--- src/rtl/alu_share_ctrl.sv ---
// alu_share_ctrl: two requesters share one 9-bit ALU through a round-robin
// arbiter. It has two pipeline stages: grant/capture, then execute/result.
// Each grant is a one-cycle pulse. A requester whose grant is currently high
// is masked from the next arbitration, so a req held through its own grant
// cycle is not granted twice.
// Handshake: reqN is a level that is held until gntN pulses. The operands are
// captured on the grant edge. The result appears one cycle after the grant,
// with c_valid high for exactly one cycle and c_id naming the owner.
module alu_share_ctrl (
    input  logic       clk,
    input  logic       rst,
    input  logic       en,
    input  logic       req0,
    input  logic       req1,
    input  logic [1:0] op0,
    input  logic [1:0] op1,
    input  logic [7:0] a0,
    input  logic [7:0] b0,
    input  logic [7:0] a1,
    input  logic [7:0] b1,
    output logic       gnt0,
    output logic       gnt1,
    output logic [8:0] c,
    output logic       c_valid,
    output logic       c_id,
    output logic [7:0] cnt0,
    output logic [7:0] cnt1
);

    localparam logic [1:0] OP_PASS_A = 2'b00;
    localparam logic [1:0] OP_PASS_B = 2'b01;
    localparam logic [1:0] OP_ADD    = 2'b10;

    // Arbitration state
    logic       gnt0_q, gnt0_d;
    logic       gnt1_q, gnt1_d;
    logic       last_q, last_d;    // 1: requester 1 was granted most recently

    // Stage register holding the winner's operation
    logic       stg_valid_q, stg_valid_d;
    logic [1:0] stg_op_q, stg_op_d;
    logic [7:0] stg_a_q, stg_a_d;
    logic [7:0] stg_b_q, stg_b_d;
    logic       stg_id_q, stg_id_d;

    // Execute stage and counters
    logic [8:0] c_q, c_d;
    logic       c_valid_q, c_valid_d;
    logic       c_id_q, c_id_d;
    logic [7:0] cnt0_q, cnt0_d;
    logic [7:0] cnt1_q, cnt1_d;

    logic       elig0, elig1;
    logic [8:0] a_ext, b_ext;

    // Round-robin arbitration: a requester is eligible only when it is not
    // holding the grant from the previous edge.
    always_comb begin
        gnt0_d = 1'b0;
        gnt1_d = 1'b0;
        last_d = last_q;
        elig0  = req0 & ~gnt0_q;
        elig1  = req1 & ~gnt1_q;
        if (en) begin
            if (elig0 && elig1) begin
                if (last_q) begin
                    gnt0_d = 1'b1;
                end else begin
                    gnt1_d = 1'b1;
                end
            end else if (elig0) begin
                gnt0_d = 1'b1;
            end else if (elig1) begin
                gnt1_d = 1'b1;
            end
        end
        if (gnt0_d) begin
            last_d = 1'b0;
        end else if (gnt1_d) begin
            last_d = 1'b1;
        end
    end

    // Capture the winner's operation. The operand fields hold when there is
    // no grant, so only stg_valid is meaningful then.
    always_comb begin
        stg_valid_d = gnt0_d | gnt1_d;
        stg_op_d    = stg_op_q;
        stg_a_d     = stg_a_q;
        stg_b_d     = stg_b_q;
        stg_id_d    = stg_id_q;
        if (gnt0_d) begin
            stg_op_d = op0;
            stg_a_d  = a0;
            stg_b_d  = b0;
            stg_id_d = 1'b0;
        end else if (gnt1_d) begin
            stg_op_d = op1;
            stg_a_d  = a1;
            stg_b_d  = b1;
            stg_id_d = 1'b1;
        end
    end

    // Execute the staged operation on 9-bit sign-extended operands. The
    // 9-bit sum or difference of two 8-bit signed values cannot overflow.
    always_comb begin
        a_ext     = {stg_a_q[7], stg_a_q};
        b_ext     = {stg_b_q[7], stg_b_q};
        c_valid_d = stg_valid_q;
        c_d       = c_q;
        c_id_d    = c_id_q;
        if (stg_valid_q) begin
            c_id_d = stg_id_q;
            case (stg_op_q)
                OP_PASS_A: c_d = a_ext;
                OP_PASS_B: c_d = b_ext;
                OP_ADD:    c_d = a_ext + b_ext;
                default:   c_d = a_ext - b_ext;
            endcase
        end
    end

    // Saturating grant counters, one per requester.
    always_comb begin
        cnt0_d = cnt0_q;
        cnt1_d = cnt1_q;
        if (gnt0_d && (cnt0_q != 8'hFF)) begin
            cnt0_d = cnt0_q + 8'd1;
        end
        if (gnt1_d && (cnt1_q != 8'hFF)) begin
            cnt1_d = cnt1_q + 8'd1;
        end
    end

    // State registers. Reset clears the whole pipeline, so an in-flight
    // operation is dropped. last_q is set so that requester 0 wins first.
    always_ff @(posedge clk or posedge rst) begin
        if (rst) begin
            gnt0_q      <= 1'b0;
            gnt1_q      <= 1'b0;
            last_q      <= 1'b1;
            stg_valid_q <= 1'b0;
            stg_op_q    <= 2'b00;
            stg_a_q     <= 8'h00;
            stg_b_q     <= 8'h00;
            stg_id_q    <= 1'b0;
            c_q         <= 9'h000;
            c_valid_q   <= 1'b0;
            c_id_q      <= 1'b0;
            cnt0_q      <= 8'h00;
            cnt1_q      <= 8'h00;
        end else begin
            gnt0_q      <= gnt0_d;
            gnt1_q      <= gnt1_d;
            last_q      <= last_d;
            stg_valid_q <= stg_valid_d;
            stg_op_q    <= stg_op_d;
            stg_a_q     <= stg_a_d;
            stg_b_q     <= stg_b_d;
            stg_id_q    <= stg_id_d;
            c_q         <= c_d;
            c_valid_q   <= c_valid_d;
            c_id_q      <= c_id_d;
            cnt0_q      <= cnt0_d;
            cnt1_q      <= cnt1_d;
        end
    end

    assign gnt0    = gnt0_q;
    assign gnt1    = gnt1_q;
    assign c       = c_q;
    assign c_valid = c_valid_q;
    assign c_id    = c_id_q;
    assign cnt0    = cnt0_q;
    assign cnt1    = cnt1_q;

endmodule

--- config.mk ---
export PLATFORM = sky130hd
export DESIGN_NAME = alu_share_ctrl
export DESIGN_NICKNAME = d
export VERILOG_FILES = /design/src/rtl/alu_share_ctrl.sv
export SDC_FILE = /design/constraint.sdc
export NUM_CORES = 1
export LEC_CHECK = 0
export ABC_AREA = 1
export CORE_UTILIZATION = 31
export DETAILED_ROUTE_END_ITERATION = 10
export HOLD_SLACK_MARGIN = 0.05
export MAX_ROUTING_LAYER = met4
export PLACE_DENSITY = 0.6
export SYNTH_ARGS = -nofsm -noshare
export SYNTH_HDL_FRONTEND = slang
export SYNTH_SLANG_ARGS = --single-unit
export TNS_END_PERCENT = 50
--- constraint.sdc ---
create_clock -name clk -period 2.1 [get_ports clk]
set_input_delay 0.42 -clock clk [delete_from_list [all_inputs] [get_ports clk]]
set_output_delay 0.42 -clock clk [all_outputs]
set_load 0.05 [all_outputs]
Word-level counts from Yosys, hierarchy flattened

Index checks and enable logic that the tools add are counted.

$add $sub $neg: 4
Multipliers: 0
Divide/modulo/power cells: 0
Magnitude comparators: 0
Eq/ne operators: 4
Shift operators: 0
Mux-type cells: 18
Bitwise gates (word level): 5
Reductions and logical operators: 5

Operators with widths:

| kind                                                | number |
|---|---|
| 2-to-1 mux 8 bit                                    | 4 |
| case mux 9 bit (3 select lines)                     | 1 |
| adder 8 x 1 -> 8 bit, second input constant         | 2 |
| inequality test 8 bit, second input constant        | 2 |
| 2-to-1 mux 1 bit                                    | 11 |
| adder 8 x 8 -> 9 bit                                | 1 |
| subtractor 8 x 8 -> 9 bit                           | 1 |
| 2-to-1 mux 2 bit                                    | 2 |
| logical AND 1 bit                                   | 3 |
| bitwise AND 1 bit                                   | 2 |
| equality test 2 x 1 -> 1 bit, second input constant | 1 |
| equality test 2 bit, second input constant          | 1 |
| logical NOT 2 bit                                   | 1 |
| inverter 1 bit                                      | 2 |
| nonzero test 2 bit                                  | 1 |
| OR 1 bit                                            | 1 |

Bits in registers: 50
Bits in latches: 0
Bits in writable memories: 0
Bits in read-only memories: 0
Input bits: 41
Output and inout bits: 29
Logic and storage cells: 49
Memories kept: 0

Longest topological paths before layout

Word-level depth: 8
Depth in mapped cells: 16
Depth with buffers taken out: 16

Worst setup path after synthesis

No wires, ideal clock.

Path kind: flip-flop to flip-flop
From: reg stg_op_q[0]
To: reg c_q[6] (netlist: c[6])
Setup time: 0.129 ns
Arrival: 2.049 ns
Path slack: -0.078 ns
Stages on the path, launching flop included: 13
Period minus slack after synthesis: 2.178 ns
Path through: dfrtp_1 -> nor2_2 -> inv_1 -> o21ai_0 -> inv_1 -> fa_1 -> nand3b_1 -> nand2_1 -> nand2_1 -> o21ai_0 -> nand2_1 -> nand3_1 -> a21oi_1

Cells in the longest elaborated chain, start to end: 2
Elaborated cells between the ends (all ways): 4

RTL lines:

| item                                              | line | text |
|---|---|---|
| start, declared                                   | 41   | `logic [1:0] stg_op_q, stg_op_d;` |
| start signal, assigned                            | 158  | `stg_op_q <= stg_op_d;` |
| equality test 2 bit, or another cell as far along | 115  | `case (stg_op_q)` |
| case mux 9 bit (3 select lines) (*)               | 115  |  |
| end signal, assigned                              | 148  | `c_q <= 9'h000;` |
| end signal, assigned                              | 162  | `c_q <= c_d;` |
| end, declared                                     | 47   | `logic [8:0] c_q, c_d;` |

Mark *: on every way between the ends. The rest lies on a longest branch, timed or not.
A chain may end at the register's enable or synchronous reset.

Final worst setup path

From: reg stg_op_q[1]
To: reg c_q[8] (netlist: c[8])

Same word-level chain as after synthesis.

==> impl_metrics.csv <==
group,metric,value,unit
status,outcome,"finished, violations left",
status,violations,"setup timing",
clocking,cts_tree,"built",
timing,drv_slew,0,
clocking,cts_buffer_depth,2,
timing,timing.fmax,461,MHz
timing,fin_ws,-0.0699,ns
floorplanning,core,0.00889,mm^2
pwr,peakVddDrop,0.769,mV
pwr,leakagePower,0.00193,uW
placed_design,place_congestion,0.885,
synthesis,synth_edf_count,0,
global_route,grt_max_degree,38,
global_route,groute.usage.overall,17.6,%
synthesis,syn_inst,356,
floorplanning,dieArea,0.00974,mm^2
cells_and_area,layout.nets,520,
floorplanning,die_h,98.7,um
timing,finalCriticalPeriod,2.17,ns
detailed_routing,ant_nets,0,
timing,skew,0.00753,ns
cells_and_area,fillers,867,
global_route,gr-total-overflow,0,
hold_path,hold_class,"in2async",
clocking,cts_num_sinks,50,
clocking,root_buffer,"clkbuf_8",
timing,hold_slack,0.349,ns
synthesis,synth_seq_cells,50,
timing,rsz0062_at_grt,"true",
setup_path,critPathKind,"reg2reg",
timing,setup_viol,3,
detailed_routing,num_vias,2732,
floorplanning,rows,34,
synthesis,avgSynthCellArea,8.14,um^2
cells_and_area,stdcell_count,575,
global_route,grt_pass1_wl,13300,um
clocking,insertion_delay,0.31,ns
setup_path,slowest_delay,0.39,ns
detailed_routing,wl_per_cell,13.6,um
floorplanning,initial_core_util,32.6,%
synthesis,syn_nets,410,
clocking,clk_pin_slew,0.11,ns
global_route,antenna_found_initial,0,
setup_path,worstPathCellList,"inv_1, nor2_4, inv_1, nand2_1, xnor2_1, ha_1, a21oi_1, nand2_2, buf_4, a21oi_2, nand3_1, nand3_1, a21oi_1",
clocking,numCtsBuffers,5,
placed_design,dp.cells,555,
floorplanning,num_io_pins,70,
detailed_routing,routed_via_density,4.75,
cells_and_area,antenna_cells,0,
detailed_routing,drt_iter0_markers,84,
cells_and_area,drive_gt1_share,22.5,%
global_route,grt_pass1_vias,2866,
timing,post-route-period-util,103,%
placed_design,io_buffers,69,
placed_design,dpl.hpwl,5860,um
synthesis,yosys.cell_types.count,37,
cells_and_area,area_growth,46.3,%
timing,tightest_slew,0.720,ns
setup_path,cp-end-kind,"flop",
pwr,power.density,1330,mW/mm^2
setup_path,cp_max_fo,4,
setup_path,crit_slowest_cell,"dfrtp_1",
setup_path,worstPathRequired,2.29,ns
detailed_routing,drtPass1Iterations,5,
flow_run,drv_cap,0,
floorplanning,die_w,98.7,um
detailed_routing,drc,0,
detailed_routing,routed_wl,7800,um
cells_and_area,multiInputGateArea,0.00161,mm^2
clocking,h-tree-depth,2,
setup_path,cp.arrival,2.36,ns
synthesis,ys_seq_area_share,43.2,%
setup_path,crit_path_start_kind,"flop",
synthesis,ys_warn_count,0,
synthesis,synth.cell_area,0.00290,mm^2
synthesis,synthArstFlopShare,100,%
cells_and_area,register_area,0.00125,mm^2
timing,hold_violations,0,
setup_path,rrSetupSlack,-0.07,ns
synthesis,ys.flop_type,"dfrtp_1",
timing,slew_headroom,51.8,%
==> worst paths after layout <==
kind	startpoint	end	cells after the start
max reg2reg	stg_op_q[1]	c[8]	13
min reg2reg	c_id	c_id	2
max	stg_op_q[1]	c[8]	13
max in group asynchronous	rst	c[4]	3
min	rst	cnt0[6]	2
min in group clk	c_id	c_id	2
==> what timing repair did <==
| action | 4_1_cts | 5_1_grt |
|---|---|---|
| setup buffers | 9 | 3 |
| hold buffers | 0 | 0 |
| pin swaps | 9 | 21 |
| cloned | 0 | 0 |
| resized for setup | 23 | 19 |
| setup endpoints to repair | 5 | 7 |
==> synth_stat cells, drive strengths merged, types with 2 or more instances <==
master,n,share of area [%]
nand2,93,13
mux2,2,0.78
nor2,42,5.7
nor3,5,1.0
o21ai,11,1.9
nand3b,3,0.78
o211ai,2,0.52
clkbuf,2,0.26
ha,12,5.2
dfrtp,49,42
buf,6,1.3
a31oi,18,3.9
xnor2,8,2.4
a21oi,17,3.3
nand3,24,4.3
or2,2,0.43
a221oi,7,2.1
xor2,10,3.0
inv,36,4.8
==> registers in the layout, indices dropped and copies added, names as in the netlist, 2 cells and up <==
register / count
stg_a_q: 8
c: 9
stg_op_q: 2
cnt0: 8
stg_b_q: 8
cnt1: 8
==> worst max-delay path: cells and delay by family (launching register included) <==
kind / cells / cell delay (ns)
XOR/XNOR: 1 / 0.13
buffers and inverters: 3 / 0.40
adder cells (fa/ha/maj): 1 / 0.32
AO/OA/AOI/OAI: 3 / 0.40
flip-flops: 1 / 0.39
AND/OR/NAND/NOR: 5 / 0.42
==> where the power goes <==
group	total [uW]	leakage (uW)	internal (uW)	switching, uW
Combinational	3480	0.00128	1450	2030
Clock	615	0.0000502	248	367
Sequential	1520	0.000593	1260	266
Total	5620	0.00193	2960	2660
==> layer usage <==
layer	vias up	GRT usage (%)	part of all wire, %
met2	58	30.6	49
met3	12	3.26	3.3
met1	1271	20.8	45
met5	-	-	0
met4	0	5.40	2.1
li1	1391	-	-
==> cell usage in the layout (no fill, tap or decap), types with 2 or more instances in the layout <==
| cell | netlist | final |
|---|---|---|
| nand3b_1 | 3 | 3 |
| clkbuf_8 | 0 | 5 |
| clkinv_4 | 0 | 2 |
| nor2_4 | 0 | 4 |
| nand2_2 | 1 | 9 |
| o21ai_1 | 5 | 5 |
| or2_2 | 2 | 2 |
| inv_4 | 2 | 2 |
| nor2_1 | 39 | 36 |
| xnor2_1 | 8 | 7 |
| nor3_1 | 4 | 3 |
| buf_4 | 1 | 42 |
| ha_1 | 12 | 11 |
| o21ai_0 | 6 | 5 |
| inv_2 | 6 | 13 |
| a221oi_1 | 7 | 6 |
| dfrtp_1 | 49 | 49 |
| a31oi_1 | 18 | 18 |
| a21oi_1 | 16 | 9 |
| o211ai_1 | 2 | 2 |
| mux2_1 | 2 | 2 |
| xor2_1 | 10 | 10 |
| nand2_1 | 90 | 81 |
| a21oi_2 | 0 | 6 |
| nand3_1 | 23 | 22 |
| nor2_2 | 3 | 2 |
| inv_1 | 28 | 21 |
| clkdlybuf4s50_1 | 0 | 69 |
| nand2_4 | 2 | 3 |
| a21oi_4 | 1 | 2 |
==> logic make-up after synthesis <==
kind of cell	Yosys count	share of synthesized area [%]
buffers and inverters	45	6.56
DFF	50	43.2
xor gates and xnor gates	18	5.44
AOI/OAI and AO/OA	57	12.3
muxes	2	0.777
adders and majority gates	13	5.87
and+or+nand+nor	171	25.9
==> final cells by class <==
cell class,count,area share [%]
clock buffer,5,1.62
clock inverter,3,0.679
inverter,37,3.39
multi-input combinational,261,37.9
sequential,50,29.5
tap,108,3.19
timing repair buffer,111,23.7
==> stage by stage <==
| step | setup slack [ns] | power [uW] | setup TNS, ns | area (um^2) | util (%) |
|---|---|---|---|---|---|
| detailed placement | -0.179 | 4640 | -0.409 | 3910 | 44.0 |
| global route | -0.197 | 6060 | -0.898 | 4240 | 47.7 |
| global placement | -0.0780 | 4610 | -0.155 | 3910 | 44.0 |
| CTS | -0.0215 | 5500 | -0.0523 | 4150 | 46.7 |
| finish | -0.0699 | 5620 | -0.105 | 4240 | 47.7 |
| floorplan | 0.0217 | 3500 | 0 | 2900 | - |
Power figures use the tool's default switching activity.
==> RTL edit: new RTL, same settings <==
`c_q` no longer has a reset.
--- a/src/rtl/alu_share_ctrl.sv
+++ b/src/rtl/alu_share_ctrl.sv
@@ -145,7 +145,6 @@
             stg_a_q     <= 8'h00;
             stg_b_q     <= 8'h00;
             stg_id_q    <= 1'b0;
-            c_q         <= 9'h000;
             c_valid_q   <= 1'b0;
             c_id_q      <= 1'b0;
             cnt0_q      <= 8'h00;
@@ -159,12 +158,15 @@
             stg_a_q     <= stg_a_d;
             stg_b_q     <= stg_b_d;
             stg_id_q    <= stg_id_d;
-            c_q         <= c_d;
             c_valid_q   <= c_valid_d;
             c_id_q      <= c_id_d;
             cnt0_q      <= cnt0_d;
             cnt1_q      <= cnt1_d;
         end
+    end
+
+    always_ff @(posedge clk) begin
+        c_q <= c_d;
     end
 
     assign gnt0    = gnt0_q;
Behaviour: differs if rst is asserted again (counterexample within 4 cycles, from zero or initial values and one cycle with rst high); with rst held inactive, the same outputs for 10 cycles.
==> RTL edit against the unedited design <==
The flow still finishes with violations (setup timing). Count of clock-buffer cells in the layout up 2. Final area down 5.2%. Non-clock buffer count down 17. Final cell count down 6.1%. Global-route usage down 2.1 points. Sequential cell count unchanged. Wire length down 11%. Setup slack better by 5.4 ps. Synthesized area down 2.6%. Total power down 4.9%. Largest cell class unchanged.
==> RTL edit: results (changes against the unedited design) <==
stage	metric	value	unit	change
clock_tree	cts_root_buf	clkbuf_8		
routing	vias	2603		-4.7%
routing	wirelength	6.976	mm	-11%
placement	io_buffer_count	69		unchanged
placement	preCtsSetupSlack	-121.7	ps	+57.17 ps
worst_hold_path	hold_start	cnt1[3]		
worst_setup_path	r2r-end	c[8]		
worst_setup_path	cp.arrival	2240	ps	-120 ps
sta	setup_violations	4		+1
global_route	grt_pass1_wl	11.79	mm	-12%
synth	synth_area_per_cell	8.376	µm²	+2.9%
global_route	grt_use_total	15.58	%	-2.1 points
worst_hold_path	hold_class	reg2reg		
routing	dr.pass1.iters	5		unchanged
worst_setup_path	worstReg2RegStart	stg_b_q[1]		
synth	async_flop_share	82.00	%	-18 points
placement	gp_congestion	0.9133		+3.3%
sta	timing.hold.ws	511.8	ps	+162.5 ps
final_layout	largest_reg_flops	9		unchanged
synth	synth_enable_flop_cells	9		+9
worst_setup_path	crit_slowest_cell	ha_2		
final_layout	finalNonFillerCells	540		-6.1%
sta	worstMarginPinSlew	532.9	ps	-187.4 ps
final_layout	antenna_cells	0		unchanged
global_route	grt_max_degree	42		+11%
worst_setup_path	critical-path-top-delay-family	simple AND/OR/NAND/NOR gates		
global_route	antenna_found_initial	0		unchanged
synth	yosysMostFrequentCell	nand2_1		
synth	synth_common_cells	nand2_1 (87), dfrtp_1 (40), nor2_1 (39)		
outcome	violations	setup timing		
final_layout	fillers	864		-0.35%
outcome	status	finished with violations		
worst_setup_path	slowest_delay	420	ps	+30 ps
final_layout	nNetsFinal	485		-6.7%
worst_hold_path	whs_path_depth	1		
placement	place_inst	530		-4.5%
worst_hold_path	min_to	cnt1[3]		
placement	post_dp_cell_area	0.003796	mm²	-2.9%
sta	skew	3.221	ps	-4.304 ps
sta	tns	-137.1	ps	-32.53 ps
worst_setup_path	reg2reg_depth	13		unchanged
final_layout	final_layout_size_suffix_gt1_share	16.44	%	-6.0 points
worst_setup_path	worst-path-max-fanout	7		+3
synth	synth_nets	391		-4.6%
synth	ys_types	32		-14%
clock_tree	cts_buffers	5		unchanged
power	power_leakage	1.821	nW	-5.6%
power	ir_drop	0.7583	mV	-1.4%
routing	drt-initial-drc-count	96		+14%
clock_tree	ctsHtreeMaxLevel	2		unchanged
sta	setup_ws	-64.46	ps	+5.405 ps
synth	ys_top_cells_by_area	dfrtp_1 (35%), nand2_1 (12%), edfxtp_1 (9.6%), ha_1 (5.3%), nor2_1 (5.2%)		
synth	ys_warn_count	0		unchanged
synth	seq_area_frac_synth	45.97	%	+2.8 points
synth	synth-main-ff-cell	dfrtp_1		
clock_tree	clk_pin_slew	100	ps	
clock_tree	clk_latency	310	ps	about the same
clock_tree	cts_buffer_depth	2		unchanged
placement	hpwl	5.150	mm	-12%
-- RTL edit: worst max path at each step --
| stage | startpoint | endpoint | slack (ps) | cells after the start |
|---|---|---|---|---|
| detailed placement | stg_b_q[1] | c[8] | -120 | 14 |
| global placement | stg_b_q[1] | c[8] | -70 | 15 |
| finish | stg_b_q[1] | c[8] | -60 | 13 |
| floorplan | stg_b_q[0] | c[5] | -8 | 13 |
| CTS | stg_b_q[1] | c[8] | -80 | 14 |
| global route | stg_b_q[1] | c[8] | -220 | 14 |
-- RTL edit: cell families (layout without fill, tap and decap cells) --
family                   after synthesis  after routing  synth area share [%]
buffers and inverters                 45            140                 6.649
AO/OA/AOI/OAI                         46             46                 10.37
AND/OR/NAND/NOR                      160            160                 23.58
adder cells (fa/ha/maj)               13             13                 6.028
XOR/XNOR                              20             20                 6.206
multiplexers                           3              3                 1.197
flip-flops                            50             50                 45.97
-- RTL edit: cell type report --
cell class                 instances  area [µm²]  share of cell area, %
tap                              108       135.1                  3.362
clock inverter                     1       8.758                 0.2179
clock buffer                       7       97.59                  2.428
timing repair buffer              94       882.1                  21.95
multi-input combinational        242        1453                  36.15
inverter                          38       145.1                  3.611
sequential                        50        1297                  32.29
-- RTL edit: power breakdown --
| group | leakage, nW | total (mW) | internal [mW] | switching [mW] |
|---|---|---|---|---|
| logic | 1.19 | 3.11 | 1.27 | 1.84 |
| registers | 0.572 | 1.58 | 1.32 | 0.259 |
| clock network | 0.0536 | 0.654 | 0.311 | 0.343 |
| total | 1.82 | 5.34 | 2.90 | 2.44 |
-- RTL edit: routing by layer --
layer  global-route usage (%)  vias up  share of wire [%]
met5                        -        -                  0
met4                    4.751        0                1.3
met3                    4.245        7                5.7
met2                    24.64       78                 48
met1                    19.46     1223                 45
li1                         -     1295                  -
-- RTL edit: what timing repair did --
action | 4_1_cts | 5_1_grt
pin swaps | 17 | 11
setup buffers | 2 | 0
resized for setup | 16 | 14
setup endpoints to repair | 5 | 6
endpoints found under the hold margin | 0 | 0
